**config.mk**
```make
export PLATFORM = sky130hd
export DESIGN_NAME = btn_gesture_fsm
export DESIGN_NICKNAME = d
export VERILOG_FILES = /design/src/rtl/btn_pkg.sv /design/src/rtl/edge_detect.sv /design/src/rtl/btn_gesture_fsm.sv
export SDC_FILE = /design/constraint.sdc
export NUM_CORES = 1
export LEC_CHECK = 0
export BUFFER_PORTS_ARGS = -buffer_cell sky130_fd_sc_hd__buf_2
export CAP_MARGIN = 10
export CORE_ASPECT_RATIO = 0.6
export CORE_UTILIZATION = 60
export DETAILED_ROUTE_END_ITERATION = 10
export PLACE_DENSITY = 0.78
export RECOVER_POWER = 50
export SLEW_MARGIN = 30
export SYNTH_ARGS = -nofsm -noshare
export SYNTH_HDL_FRONTEND = slang
export SYNTH_HIERARCHICAL = 1
export SYNTH_SLANG_ARGS = --single-unit
```
**constraint.sdc**
```tcl
create_clock -name clk_i -period 3.35 [get_ports clk_i]
set_clock_uncertainty 0.05 [all_clocks]
set_input_delay 0.67 -clock clk_i [delete_from_list [all_inputs] [get_ports clk_i]]
set_output_delay 0.67 -clock clk_i [all_outputs]
set_load 0.01 [all_outputs]
```
**src/rtl/btn_pkg.sv**
```systemverilog
// rtl/btn_pkg.sv - shared state type and constant helpers for the button gesture classifier
package btn_pkg;

  typedef enum logic [2:0] {
    IDLE,
    PRESSED,
    LONG_HELD,
    WAIT_GAP,
    SECOND_PRESSED
  } btn_state_e;

  function automatic int ms_to_cycles(input int clk_freq, input int ms);
    return (clk_freq / 1000) * ms;
  endfunction

  // One spare bit above the largest count so saturation never aliases a terminal value.
  function automatic int count_width(input int a, input int b, input int c);
    int m;
    m = a;
    if (b > m) m = b;
    if (c > m) m = c;
    return $clog2(m) + 1;
  endfunction

endpackage

```
**src/rtl/edge_detect.sv**
```systemverilog
// rtl/edge_detect.sv - registered previous level with combinational rise/fall strobes
module edge_detect (
  input  logic clk_i,
  input  logic rst_ni,
  input  logic d_i,
  output logic rise_o,
  output logic fall_o
);

  logic d_q;

  // Cleared to 0 so a level already high at reset release reads as a rise.
  always_ff @(posedge clk_i or negedge rst_ni) begin
    if (!rst_ni) d_q <= 1'b0;
    else         d_q <= d_i;
  end

  assign rise_o = d_i & ~d_q;
  assign fall_o = ~d_i & d_q;

endmodule

```
**src/rtl/btn_gesture_fsm.sv**
```systemverilog
// rtl/btn_gesture_fsm.sv - classifies a debounced button into press/release/click/long/repeat pulses
module btn_gesture_fsm
  import btn_pkg::*;
#(
  parameter int CLK_FREQ      = 100_000_000,
  parameter int LONG_PRESS_MS = 800,
  parameter int DOUBLE_GAP_MS = 300,
  parameter int REPEAT_MS     = 150
) (
  input  logic clk_i,
  input  logic rst_ni,
  input  logic btn_db_i,
  output logic press_pulse_o,
  output logic release_pulse_o,
  output logic single_click_o,
  output logic double_click_o,
  output logic long_press_o,
  output logic repeat_pulse_o,
  output logic held_o
);

  localparam int LONG_COUNT   = ms_to_cycles(CLK_FREQ, LONG_PRESS_MS);
  localparam int GAP_COUNT    = ms_to_cycles(CLK_FREQ, DOUBLE_GAP_MS);
  localparam int REPEAT_COUNT = ms_to_cycles(CLK_FREQ, REPEAT_MS);
  localparam int CW           = count_width(LONG_COUNT, GAP_COUNT, REPEAT_COUNT);

  localparam logic [CW-1:0] LONG_C  = CW'(LONG_COUNT);
  localparam logic [CW-1:0] GAP_C   = CW'(GAP_COUNT);
  localparam logic [CW-1:0] REP_C   = CW'(REPEAT_COUNT);
  localparam logic [CW-1:0] CNT_ONE = CW'(1);
  localparam logic [CW-1:0] CNT_MAX = '1;

  logic rise, fall;

  edge_detect u_edge (
    .clk_i  (clk_i),
    .rst_ni (rst_ni),
    .d_i    (btn_db_i),
    .rise_o (rise),
    .fall_o (fall)
  );

  btn_state_e    state_q, state_d;
  logic [CW-1:0] cnt_q, cnt_d, cnt_inc;
  logic          press_q, release_q, single_q, double_q, long_q, repeat_q, held_q;
  logic          single_d, double_d, long_d, repeat_d, held_d;

  always_comb begin
    state_d  = state_q;
    cnt_d    = cnt_q;
    single_d = 1'b0;
    double_d = 1'b0;
    long_d   = 1'b0;
    repeat_d = 1'b0;
    cnt_inc  = (cnt_q == CNT_MAX) ? cnt_q : cnt_q + CNT_ONE;

    case (state_q)
      IDLE: begin
        if (rise) begin
          state_d = PRESSED;
          cnt_d   = CNT_ONE;
        end
      end
      PRESSED, SECOND_PRESSED: begin
        // A release on the long-press edge takes priority over the long press.
        if (fall) begin
          double_d = (state_q == SECOND_PRESSED);
          state_d  = (state_q == PRESSED) ? WAIT_GAP : IDLE;
          cnt_d    = CNT_ONE;
        end else if (btn_db_i && cnt_q == LONG_C) begin
          long_d  = 1'b1;
          state_d = LONG_HELD;
          cnt_d   = CNT_ONE;
        end else begin
          cnt_d = cnt_inc;
        end
      end
      LONG_HELD: begin
        if (fall) begin
          state_d = IDLE;
          cnt_d   = '0;
        end else if (REPEAT_COUNT != 0 && cnt_q == REP_C) begin
          repeat_d = 1'b1;
          cnt_d    = CNT_ONE;
        end else begin
          cnt_d = cnt_inc;
        end
      end
      WAIT_GAP: begin
        // A second press on the final gap cycle still counts as a double click.
        if (rise) begin
          state_d = SECOND_PRESSED;
          cnt_d   = CNT_ONE;
        end else if (cnt_q == GAP_C) begin
          single_d = 1'b1;
          state_d  = IDLE;
          cnt_d    = '0;
        end else begin
          cnt_d = cnt_inc;
        end
      end
      default: begin
        state_d = IDLE;
        cnt_d   = '0;
      end
    endcase

    held_d = (state_d == PRESSED) || (state_d == LONG_HELD) || (state_d == SECOND_PRESSED);
  end

  always_ff @(posedge clk_i or negedge rst_ni) begin
    if (!rst_ni) begin
      state_q   <= IDLE;
      cnt_q     <= '0;
      press_q   <= 1'b0;
      release_q <= 1'b0;
      single_q  <= 1'b0;
      double_q  <= 1'b0;
      long_q    <= 1'b0;
      repeat_q  <= 1'b0;
      held_q    <= 1'b0;
    end else begin
      state_q   <= state_d;
      cnt_q     <= cnt_d;
      press_q   <= rise;
      release_q <= fall;
      single_q  <= single_d;
      double_q  <= double_d;
      long_q    <= long_d;
      repeat_q  <= repeat_d;
      held_q    <= held_d;
    end
  end

  assign press_pulse_o   = press_q;
  assign release_pulse_o = release_q;
  assign single_click_o  = single_q;
  assign double_click_o  = double_q;
  assign long_press_o    = long_q;
  assign repeat_pulse_o  = repeat_q;
  assign held_o          = held_q;

endmodule

```
======== After elaboration in Yosys (flattened, before gate mapping) ========
Cells that the tools add are included.
Widths: inputs -> output; s select.
storage, ports and cells
  input bits .............................. 3
  register bits ........................... 39
  bits in latches ......................... 0
  RAM bits ................................ 0
  memories kept ........................... 0
  output and inout bits ................... 7
  ROM bits ................................ 0
operators by class
  multipliers ............................. 0
  bitwise gates (word level) .............. 4
  equal/unequal tests ..................... 12
  multiplexer cells ....................... 28
  $lt $le $gt $ge ......................... 0
  reductions and logical operators ........ 5
  add/sub/neg operators ................... 1
  shift operators ......................... 0
  div/mod/pow operators ................... 0
operator list
  operator               number
  $mux 28                8
  $pmux 28 s4            1
  $add 28x1->28 const B  1
  $eq 28x24->1 const B   1
  $eq 28x25->1 const B   1
  $eq 28x27->1 const B   1
  $eq 28x28->1 const B   1
  $mux 3                 6
  $pmux 3 s4             1
  $mux 1                 11
  $eq 3x2->1 const B     3
  $eq 3x1->1 const B     2
  $eq 3x3->1 const B     2
  $logic_not 3->1        1
  $and 1x1->1            2
  $logic_or 1x1->1       2
  $mux 2                 1
  $ne 2x2->1 const B     1
  $not 1->1              2
  $reduce_or 2->1        1
  $logic_and 1x1->1      1

======== Logic depth before layout (Yosys ltp) ========
Gate-level depths: netlist of the first run.
  depth after elaboration ................. 8
  mapped depth ............................ 10
  gate-level depth less buffers ........... 8

======== Modules after synthesis ========
The synthesis of the first run kept the hierarchy.
modules (own cells, without submodules)
  module           cells an instance  area each (µm²)  sequential area each (µm²)  times used
  btn_gesture_fsm  272                2449.8           950.9                       1
  edge_detect      3                  40.0             25.0                        1

======== Least setup slack after synthesis of the first run ========
Ideal clock, no wire load.
  path kind ............................... reg-to-reg
  from .................................... reg cnt_q[6]
  to ...................................... reg cnt_q[18]
  buffers on the path ..................... 3
  required time ........................... 3.159 ns
  path slack .............................. 0.821 ns
  arrival time ............................ 2.338 ns
  cell stages (with the launch flop) ...... 10
  setup time .............................. 0.141 ns
  path through ............................ dfrtp_1 buf_6 or4b_1 or4_1 o211ai_1 and4_1 buf_6 and2_4 buf_6 nor3_1
on the way
  longest elaborated chain between the ends .. 5
  elaborated cells between the ends (all ways) .. 14
  those cells by class .................... add/sub (1); eq/ne (4); mux (8); reduce/logical (1)
ends and longest elaborated chain
  what                                          line                                                                 text
  start, declared                               btn_gesture_fsm.sv:44                                                logic [CW-1:0] cnt_q, cnt_d, cnt_inc;
  start signal, assigned                        btn_gesture_fsm.sv:124                                               cnt_q <= cnt_d;
  $add 28x1->28, or another cell as far along   btn_gesture_fsm.sv:55                                                cnt_inc = (cnt_q == CNT_MAX) ? cnt_q : cnt_q + CNT_ONE;
  $mux 28 or $logic_and 1x1->1 (tied branches)  btn_gesture_fsm.sv:55, btn_gesture_fsm.sv:70
  $mux 28 (on tied branches)                    btn_gesture_fsm.sv:94, btn_gesture_fsm.sv:70, btn_gesture_fsm.sv:82
  $mux 28 (on tied branches)                    btn_gesture_fsm.sv:91, btn_gesture_fsm.sv:66, btn_gesture_fsm.sv:79
  $pmux 28 s4 *                                 btn_gesture_fsm.sv:57                                                case (state_q)
Every way passes the cells marked *; elsewhere a longest branch is shown, timed or not.
A chain may end at the register's enable or synchronous reset.

======== Final worst setup path of the first run ========
  from .................................... reg cnt_q[16]
  to ...................................... reg cnt_q[26]
Same word-level chain as after synthesis.

==> flow_metrics.py, run 1 <==
metrics = {
    "synthesis": {
        "synth_nets": 280,
        "yosysTopAreaCell": "dfrtp_1",
        "async_reset_ff_frac": 1.00,
        "yosys.area.top_type_share": 0.392,
        "synth_common_cells": "dfrtp_1, nand2_1, nor2_1",
        "yosysWarnings": 6,
        "netlist_instances": 275,
        "yosysMostFrequentCell": "dfrtp_1",
        "ys_ff_latch": 39,
        "avgSynthCellArea_um2": 9.05,
        "synth_edf_count": 0,
        "synthFlopType": "dfrtp_1",
        "yosysUniqueCellTypes": 59,
        "synth.area.top_cells": "dfrtp_1, buf_6, nand2_1, nand4_1, nor2_1",
        "syn_area_um2": 2490,
        "yosysSeqAreaShare": 0.392,
    },
    "global_routing": {
        "grtUsageTotal": 0.310,
        "overflow": 0,
        "antenna_found_initial": 0,
        "grt_max_degree": 40,
        "grt_pass1_wl_um": 10300,
        "grt_pass1_vias": 1977,
    },
    "power_and_ir_drop": {
        "internal_power_w": 0.000810,
        "p_sw_w": 0.000587,
        "switching_share": 0.420,
        "leakage_nw": 1.05,
        "peakVddDrop_mv": 0.450,
        "combPwrFrac": 0.383,
        "powerDensity_nw_per_um2": 540,
        "clkPwrFrac": 0.217,
        "p_total_w": 0.00140,
        "p_seq_frac": 0.400,
    },
    "setup_path": {
        "crit_slowest_cell": "or4b_4",
        "max_stage_delay_ns": 0.55,
        "worstSetupPathType": "flop to flop",
        "cp-end-kind": "flop",
        "arrival_ns": 2.91,
        "crit_chain": "or4b_4 -> or4_1 -> o211ai_1 -> and4_1 -> buf_4 -> and2b_2 -> o22a_1",
        "crit_required_ns": 3.47,
        "cp-start-kind": "flop",
        "critPathMaxFanout": 18,
    },
    "timing": {
        "final_hold_viol_count": 0,
        "tightest_slew_ns": 2.07,
        "grt_setup_unrepaired": "no",
        "fmax_ghz": 0.359,
        "hold_ws_ns": 0.515,
        "period_needed_ns": 2.79,
        "setup_tns_ns": 0,
        "relSlewSlack": -0.380,
        "maxSlewViolCount": 40,
        "finalCritPeriodShare": 0.831,
        "setup_viol": 0,
    },
    "clock_network": {
        "cts_resized": 0,
        "clkTransAtPathRegs_ns": 0.07,
        "cts-buffers-inserted": 5,
        "cts_buffer_depth": 2,
        "clock-sinks": 39,
        "cts.htree.levels": 2,
        "holdBufCountCts": 0,
        "cts_root_buffer": "clkbuf_8",
        "clock_latency_ns": 0.29,
        "cts_setup_buffers": 0,
        "cts_tree": "built",
    },
    "placed_design": {
        "place.port_buffers": 9,
        "finalWeightedCongestion": 1.00,
        "dp.cells": 321,
        "dp_hpwl_um": 4500,
    },
    "die": {
        "pin_count": 10,
        "design.die.area_um2": 4420,
        "start_util": 0.654,
        "die_x_um": 85.2,
        "rows": 17,
        "die_h_um": 51.9,
        "core_um2": 3810,
    },
    "cells_and_area": {
        "antennaDiodeCount": 0,
        "layout.cells.non_filler": 329,
        "layout.nets": 286,
        "area_delta_synth_final_pct": 3.92,
        "drive_gt1_frac": 0.152,
    },
    "routing": {
        "wl_um": 6290,
        "antenna_left": 0,
        "post_drt_wl_per_cell_um": 19.1,
        "drtIter0Drc": 286,
        "via_per_inst": 6.79,
        "route.detailed.drc": 0,
        "dr.pass1.iters": 5,
        "vias": 2233,
    },
    "min_path": {
        "hp-class": "flop to flop",
    },
    "outcome": {
        "failed_checks": "capacitance limit, slew limit",
        "outcome": "finished, violations left",
    },
    "job": {
        "drv_cap": 1,
    },
}
placed cells by master (no fill, tap or decap), types with 7 or more instances in the layout:
cell type | netlist | routed
dfrtp_1 | 39 | 39
nand2_1 | 25 | 25
nor2_1 | 24 | 24
o21ai_0 | 17 | 17
nand3_1 | 15 | 15
nand4_1 | 15 | 15
nor3_1 | 9 | 9
inv_1 | 7 | 7
nor4_1 | 9 | 7
and3_1 | 7 | 7
o21ai_2 | 7 | 7
xor2_1 | 7 | 7
buf_2 | 0 | 7
power groups by stage:
| stage | clock network, W | registers [W] | logic [W] |
|---|---|---|---|
| finish | 0.000303 | 0.000559 | 0.000535 |
| global placement | 0 | 0.000564 | 0.000514 |
| global route | 0.000328 | 0.000563 | 0.000591 |
| CTS | 0.000306 | 0.000555 | 0.000525 |
| detailed placement | 0 | 0.000565 | 0.000525 |
| floorplan | 0 | 0.000546 | 0.000462 |
per-stage QoR:
stage               setup slack (ns)   util  area (um^2)
detailed placement             0.470  0.658         2500
global route                   0.454  0.680         2590
CTS                            0.573  0.679         2580
finish                         0.565  0.680         2590
floorplan                      0.821      -         2490
global placement               0.579  0.658         2500
worst max-delay path, delay by kind of cell (launching register included):
family,cells,cell delay [ns]
AOI/OAI and AO/OA,2,0.38
buffers and inverters,1,0.22
DFF,1,0.45
and+or+nand+nor,4,1.58
path summary, 6_finish.rpt:
path | cells past startpoint | from | slack [ns] | to
max | 7 | cnt_q[16]$_DFFE_PN0P_ | 0.56 | cnt_q[26]$_DFFE_PN0P_
min | 1 | u_edge/d_q$_DFF_PN0_ | 0.51 | press_pulse_o$_DFF_PN0_
max reg2reg | 7 | cnt_q[16]$_DFFE_PN0P_ | 0.56 | cnt_q[26]$_DFFE_PN0P_
min reg2reg | 1 | u_edge/d_q$_DFF_PN0_ | 0.51 | press_pulse_o$_DFF_PN0_
max in group asynchronous | 1 | rst_ni | 1.14 | cnt_q[19]$_DFFE_PN0P_
min in group asynchronous | 1 | rst_ni | 0.92 | cnt_q[17]$_DFFE_PN0P_
registers in the layout, summed over array words and instances, names as in the netlist:
signal	count
cnt_q	28
state_q	3
double_click_o	1
held_o	1
long_press_o	1
press_pulse_o	1
release_pulse_o	1
repeat_pulse_o	1
single_click_o	1
u_edge/d_q	1
routing by layer:
metal / vias up / wire length, um / part of all wire / GRT usage
li1: 1039 / - / - / -
met1: 1016 / 2900 / 0.46 / 0.489
met2: 164 / 2480 / 0.39 / 0.442
met3: 14 / 842 / 0.13 / 0.0667
met4: 0 / 77 / 0.012 / 0.0367
met5: - / 0 / 0 / 0
cell type report:
class / count / area [um^2]
Multi-Input combinational cell: 214 / 1370
Tap cell: 47 / 58.8
Sequential cell: 39 / 976
Timing Repair Buffer: 14 / 80.1
Clock buffer: 7 / 76.3
Fill cell: 306 / 1220
Clock inverter: 1 / 5.00
Inverter: 7 / 26.3
cell families after synthesis:
kind of cell | Yosys count | synth area share
multiplexers | 3 | 0.0121
adder cells (fa/ha/maj) | 2 | 0.0100
AND/OR/NAND/NOR | 151 | 0.356
AO/OA/AOI/OAI | 49 | 0.134
flip-flops | 39 | 0.392
buffers and inverters | 22 | 0.0643
XOR/XNOR | 9 | 0.0317
(Power assumes the default switching activity.)
==> run 2: changes to the inputs <==
--- a/config.mk
+++ b/config.mk
@@ -5,12 +5,13 @@
 export SDC_FILE = /design/constraint.sdc
 export NUM_CORES = 1
 export LEC_CHECK = 0
+export ABC_AREA = 1
 export BUFFER_PORTS_ARGS = -buffer_cell sky130_fd_sc_hd__buf_2
 export CAP_MARGIN = 10
 export CORE_ASPECT_RATIO = 0.6
-export CORE_UTILIZATION = 60
+export CORE_UTILIZATION = 56
 export DETAILED_ROUTE_END_ITERATION = 10
-export PLACE_DENSITY = 0.78
+export PLACE_DENSITY = 0.76
 export RECOVER_POWER = 50
 export SLEW_MARGIN = 30
 export SYNTH_ARGS = -nofsm -noshare
==> constraint.sdc (replaced) <==
create_clock -name clk_i -period 2.4 [get_ports clk_i]
set_clock_uncertainty 0.05 [all_clocks]
set_input_delay 0.48 -clock clk_i [delete_from_list [all_inputs] [get_ports clk_i]]
set_output_delay 0.48 -clock clk_i [all_outputs]
set_load 0.01 [all_outputs]
==> flow_metrics.py, run 2 <==
metrics = {
    "routing": {
        "antenna_left": 0,
        "post_drt_wl_per_cell_um": 16.0,
        "route.detailed.drc": 0,
        "drtIter0Drc": 500,
        "wl_um": 8530,
        "via_per_inst": 5.59,
        "vias": 2985,
        "dr.pass1.iters": 6,
    },
    "setup_path": {
        "critPathMaxFanout": 9,
        "max_stage_delay_ns": 0.42,
        "cp_top_family": "simple AND/OR/NAND/NOR gates",
        "crit_chain": "inv_1 -> ha_1 -> nand2_1 -> nor2_2 -> nand2_1 -> nor2_2 -> nand2_2 -> nand3_2 -> nand3_4 -> nor2_4 -> buf_4 -> a21oi_1",
        "arrival_ns": 2.34,
        "crit_buf_inv": 2,
        "r2r-start": "cnt_q[0]$_DFFE_PN0P_",
        "crit_slowest_cell": "dfrtp_1",
        "cp-end-kind": "flop",
        "crit_required_ns": 2.53,
        "worstSetupPathType": "flop to flop",
        "reg2regPathDepth": 12,
        "cp-start-kind": "flop",
        "r2r_slack_ns": 0.20,
        "reg2reg_to": "cnt_q[8]$_DFFE_PN0P_",
    },
    "clock_network": {
        "cts-buffers-inserted": 5,
        "clkTransAtPathRegs_ns": 0.08,
        "cts_root_buffer": "clkbuf_8",
        "cts_resized": 0,
        "cts.htree.levels": 2,
        "cts_buffer_depth": 2,
        "clock_latency_ns": 0.30,
        "cts_tree": "built",
        "clock-sinks": 39,
    },
    "power_and_ir_drop": {
        "leakage_nw": 1.53,
        "p_total_w": 0.00202,
        "powerDensity_nw_per_um2": 641,
        "peakVddDrop_mv": 0.567,
    },
    "min_path": {
        "hp-class": "input port to async pin",
    },
    "die": {
        "start_util": 0.608,
        "die_h_um": 57.8,
        "die_x_um": 95.0,
        "core_um2": 4780,
        "pin_count": 10,
        "design.die.area_um2": 5490,
        "rows": 19,
    },
    "global_routing": {
        "grt_pass1_vias": 2614,
        "grtUsageTotal": 0.342,
        "overflow": 0,
        "grt_max_degree": 40,
        "grt_pass1_wl_um": 13700,
        "antenna_found_initial": 0,
    },
    "synthesis": {
        "yosysSeqAreaShare": 0.336,
        "yosysWarnings": 6,
        "async_reset_ff_frac": 1.00,
        "synth_edf_count": 0,
        "synth.area.top_cells": "dfrtp_1, nand2_1, nor2_1, nand3_1, inv_1",
        "avgSynthCellArea_um2": 6.47,
        "yosysUniqueCellTypes": 29,
        "synthFlopType": "dfrtp_1",
        "synth_common_cells": "nand2_1, nor2_1, inv_1",
        "syn_area_um2": 2900,
        "synth_nets": 454,
        "netlist_instances": 449,
        "yosysMostFrequentCell": "nand2_1",
        "ys_ff_latch": 39,
        "yosysTopAreaCell": "dfrtp_1",
        "yosys.area.top_type_share": 0.336,
    },
    "cells_and_area": {
        "seq_area_um2": 976,
        "area_delta_synth_final_pct": 8.49,
        "mostFrequentLayoutCell": "nand2_1",
        "layout.cells.non_filler": 534,
        "fillers": 429,
        "multiInputGateArea_um2": 1670,
        "layout.nets": 475,
        "drive_gt1_frac": 0.127,
        "top_regs": "cnt_q: 28 flops, state_q: 3 flops",
        "largest_reg_flops": 28,
        "antennaDiodeCount": 0,
        "max_flop_register": "cnt_q",
        "final_cell_mix": "nand2_1, nor2_1, inv_1, nand3_1, dfrtp_1",
    },
    "timing": {
        "hold_ws_ns": 0.272,
        "relSlewSlack": 0.346,
        "setup_tns_ns": 0,
        "final_hold_viol_count": 0,
        "period_needed_ns": 2.20,
        "setup_viol": 0,
        "tightest_slew_ns": 0.981,
        "maxSlewViolCount": 0,
        "fmax_ghz": 0.454,
        "finalCritPeriodShare": 0.918,
        "grt_setup_unrepaired": "no",
    },
    "placed_design": {
        "dp.cells": 524,
        "finalWeightedCongestion": 1.01,
        "place.port_buffers": 9,
        "dp_hpwl_um": 6810,
    },
    "job": {
        "drv_cap": 0,
    },
    "outcome": {
        "outcome": "completed",
    },
}
## run 2: cell types whose count changed after synthesis, moves of 5 or more
cell | previous run | this run
nand2_1 | 25 | 130
nor2_1 | 24 | 81
inv_1 | 7 | 50
nand3_1 | 15 | 43
nor2_2 | 0 | 9
nor4_1 | 9 | 0
inv_2 | 0 | 8
and3_1 | 7 | 0
buf_6 | 9 | 2
o21ai_2 | 7 | 0
o21ai_0 | 17 | 11
and2_1 | 6 | 1
nand2_2 | 0 | 5
nand4_1 | 15 | 20
## run 2: metal layers
layer  share of wire  wire length (um)  global-route usage
met5               0                 0                   0
met4           0.013               113              0.0584
met3            0.14              1230               0.117
met2            0.36              3080               0.434
met1            0.48              4110               0.551
## run 2: logic make-up after synthesis
group                      after synthesis  share of synthesized area
and+or+nand+nor                        310                      0.493
buffers and inverters                   65                     0.0896
DFF                                     39                      0.336
AOI/OAI and AO/OA                       23                     0.0422
xor gates and xnor gates                10                     0.0302
adders and majority gates                2                    0.00862
## run 2: layout make-up
type / instances / share of cell area
multi-input cells: 345 / 0.529
flip-flops and latches: 39 / 0.310
inverters: 60 / 0.0715
repair buffers: 19 / 0.0377
well taps: 63 / 0.0250
clock buffers: 5 / 0.0218
clock inverters: 3 / 0.00477
## run 2: worst max-delay path by stage
stage	startpoint	to	slack [ns]	depth (start not counted)
finish	cnt_q[0]$_DFFE_PN0P_	cnt_q[8]$_DFFE_PN0P_	0.20	12
global route	cnt_q[0]$_DFFE_PN0P_	cnt_q[11]$_DFFE_PN0P_	0.09	12
CTS	cnt_q[0]$_DFFE_PN0P_	cnt_q[20]$_DFFE_PN0P_	0.15	11
detailed placement	cnt_q[0]$_DFFE_PN0P_	cnt_q[20]$_DFFE_PN0P_	0.16	11
global placement	cnt_q[0]$_DFFE_PN0P_	cnt_q[11]$_DFFE_PN0P_	0.22	11
floorplan	cnt_q[0]$_DFFE_PN0P_	cnt_q[23]$_DFFE_PN0P_	0.60	12
## run 2: stage by stage
stage	setup slack, ns	utilization	cell area [um^2]
2_1_floorplan	0.598	-	2900
3_3_place_gp	0.221	0.639	3050
3_5_place_dp	0.162	0.639	3050
4_1_cts	0.146	0.656	3140
5_1_grt	0.0856	0.659	3150
6_report	0.197	0.659	3150
## run 2: power by group
part           internal, W  total (W)  leakage (nW)  switching [W]
registers         0.000712   0.000760         0.532      0.0000475
clock network     0.000199   0.000440        0.0477       0.000240
logic             0.000238   0.000821         0.953       0.000583
## run 2: repair_timing
action | 4_1_cts | 5_1_grt
hold buffers | 0 | 0
setup buffers | 0 | 2
endpoints found under the setup margin | 0 | 8
==> run 3: changes to the inputs <==
--- a/config.mk
+++ b/config.mk
@@ -6,12 +6,12 @@
 export NUM_CORES = 1
 export LEC_CHECK = 0
 export ABC_AREA = 1
-export BUFFER_PORTS_ARGS = -buffer_cell sky130_fd_sc_hd__buf_2
 export CAP_MARGIN = 10
 export CORE_ASPECT_RATIO = 0.6
-export CORE_UTILIZATION = 56
+export CORE_UTILIZATION = 58
 export DETAILED_ROUTE_END_ITERATION = 10
-export PLACE_DENSITY = 0.76
+export DONT_BUFFER_PORTS = 1
+export PLACE_DENSITY = 0.85
 export RECOVER_POWER = 50
 export SLEW_MARGIN = 30
 export SYNTH_ARGS = -nofsm -noshare
==> flow_metrics.py, run 3 (synthesized netlist as in run 2, its figures left out) <==
metrics = {
    "timing": {
        "fmax_ghz": 0.459,
        "tightest_slew_ns": 0.939,
        "relSlewSlack": 0.374,
        "finalCritPeriodShare": 0.908,
        "period_needed_ns": 2.18,
        "grt_setup_unrepaired": "no",
        "final_hold_viol_count": 0,
        "maxSlewViolCount": 0,
        "setup_tns_ns": 0,
        "setup_viol": 0,
    },
    "power_and_ir_drop": {
        "leakage_nw": 1.48,
        "combPwrFrac": 0.387,
        "switching_share": 0.433,
        "internal_power_w": 0.00114,
        "peakVddDrop_mv": 0.600,
        "clkPwrFrac": 0.230,
        "p_seq_frac": 0.383,
        "powerDensity_nw_per_um2": 646,
        "p_total_w": 0.00201,
        "p_sw_w": 0.000869,
    },
    "global_routing": {
        "overflow": 0,
        "grt_pass1_wl_um": 14000,
        "grt_pass1_vias": 2760,
        "antenna_found_initial": 0,
        "grt_max_degree": 40,
        "grtUsageTotal": 0.357,
    },
    "min_path": {
        "hp-class": "input port to flop",
        "min_from": "btn_db_i",
        "hold_depth": 0,
        "worstHoldEndpoint": "u_edge/d_q$_DFF_PN0_",
    },
    "clock_network": {
        "cts-buffers-inserted": 5,
        "cts.htree.levels": 2,
        "clock_latency_ns": 0.30,
        "cts_buffer_depth": 2,
        "cts_root_buffer": "clkbuf_8",
        "cts_tree": "built",
        "clkTransAtPathRegs_ns": 0.07,
        "cts_resized": 0,
        "clock-sinks": 39,
    },
    "die": {
        "core_um2": 4680,
        "design.die.area_um2": 5300,
        "die_h_um": 56.8,
        "pin_count": 10,
        "start_util": 0.620,
        "rows": 19,
        "die_x_um": 93.4,
    },
    "cells_and_area": {
        "layout.nets": 465,
        "final_cell_area_um2": 3100,
        "area_delta_synth_final_pct": 6.85,
        "max_flop_register": "cnt_q",
        "seq_area_um2": 976,
        "fillers": 377,
        "multiInputGateArea_um2": 1670,
        "drive_gt1_frac": 0.107,
        "final_cell_mix": "nand2_1, nor2_1, inv_1, nand3_1, dfrtp_1",
        "antennaDiodeCount": 0,
        "largest_reg_flops": 28,
        "top_regs": "cnt_q: 28 flops, state_q: 3 flops",
        "mostFrequentLayoutCell": "nand2_1",
    },
    "setup_path": {
        "r2r-start": "cnt_q[19]$_DFFE_PN0P_",
        "cp-end-kind": "flop",
        "critPathMaxFanout": 14,
        "r2r_slack_ns": 0.22,
        "worstSetupPathType": "flop to flop",
        "reg2regPathDepth": 10,
        "reg2reg_to": "cnt_q[23]$_DFFE_PN0P_",
        "cp-start-kind": "flop",
        "arrival_ns": 2.30,
        "crit_required_ns": 2.53,
    },
    "routing": {
        "route.detailed.drc": 0,
        "drtIter0Drc": 348,
        "dr.pass1.iters": 5,
        "antenna_left": 0,
        "wl_um": 8660,
        "via_per_inst": 5.88,
        "vias": 3073,
        "post_drt_wl_per_cell_um": 16.6,
    },
    "placed_design": {
        "postPlaceCellArea_um2": 3000,
        "finalWeightedCongestion": 1.08,
        "place.port_buffers": 0,
        "dp_hpwl_um": 6760,
    },
    "outcome": {
        "outcome": "completed",
    },
    "job": {
        "drv_cap": 0,
    },
}
## run 3: cell types whose count changed in the layout (fill, tap and decap cells not counted)
cell / delta
clkinv_2: -2
clkbuf_8: +1
clkbuf_1: -1
dlygate4sd3_1: +1
buf_2: -7
buf_4: -3
## run 3: layout make-up
cell class | instances | share of cell area
Clock buffer | 6 | 0.0266
Clock inverter | 1 | 0.00161
Inverter | 60 | 0.0726
Multi-Input combinational cell | 345 | 0.537
Sequential cell | 39 | 0.315
Tap cell | 63 | 0.0254
Timing Repair Buffer | 9 | 0.0218
## run 3: layer usage
| layer | track usage | vias up | routed length, um |
|---|---|---|---|
| met1 | 0.516 | 1409 | 3840 |
| li1 | - | 1448 | - |
| met5 | 0 | - | 0 |
| met4 | 0.0813 | 0 | 122 |
| met3 | 0.164 | 15 | 1370 |
| met2 | 0.480 | 201 | 3330 |
## run 3: timing repair
action	CTS	global route
hold endpoints to repair	39	0
endpoints found under the setup margin	0	0
setup buffers	0	0
hold buffers	2	0
## run 3: worst max path at each step
stage	startpoint	depth (start not counted)	endpoint	slack (ns)
final	cnt_q[19]$_DFFE_PN0P_	10	cnt_q[23]$_DFFE_PN0P_	0.22
after global routing	cnt_q[0]$_DFFE_PN0P_	11	cnt_q[23]$_DFFE_PN0P_	0.06
after CTS	cnt_q[0]$_DFFE_PN0P_	11	cnt_q[23]$_DFFE_PN0P_	0.26
after detailed placement	cnt_q[0]$_DFFE_PN0P_	11	cnt_q[23]$_DFFE_PN0P_	0.28
after global placement	cnt_q[0]$_DFFE_PN0P_	11	cnt_q[1]$_DFFE_PN0P_	0.36
after floorplan	cnt_q[0]$_DFFE_PN0P_	12	cnt_q[23]$_DFFE_PN0P_	0.60
## run 3: critical path: stages, from the launching register on
cell and delay (ns):
dfrtp_1 0.45, inv_1 0.12, nand2_1 0.07, nor2_2 0.27
nand3_1 0.11, nor2_1 0.17, nand2_1 0.07, nand2_1 0.14
nand3_4 0.19, nor2_4 0.32, nor2_1 0.09
## run 3: through the flow
step / hold slack (ns) / setup WS [ns] / util / instances
after floorplan: 0.134 / 0.598 / - / 449
after global placement: 0.135 / 0.355 / 0.641 / 514
after detailed placement: 0.135 / 0.282 / 0.641 / 514
after CTS: 0.153 / 0.264 / 0.666 / 523
after global routing: 0.144 / 0.0587 / 0.663 / 523
final: 0.157 / 0.221 / 0.663 / 523
## run 3: power groups by stage
stage	sequential, W	clock, W	combinational [W]
global route	0.000774	0.000492	0.000834
CTS	0.000768	0.000464	0.000750
floorplan	0.000766	0	0.000546
finish	0.000769	0.000460	0.000776
global placement	0.000777	0	0.000718
detailed placement	0.000780	0	0.000731
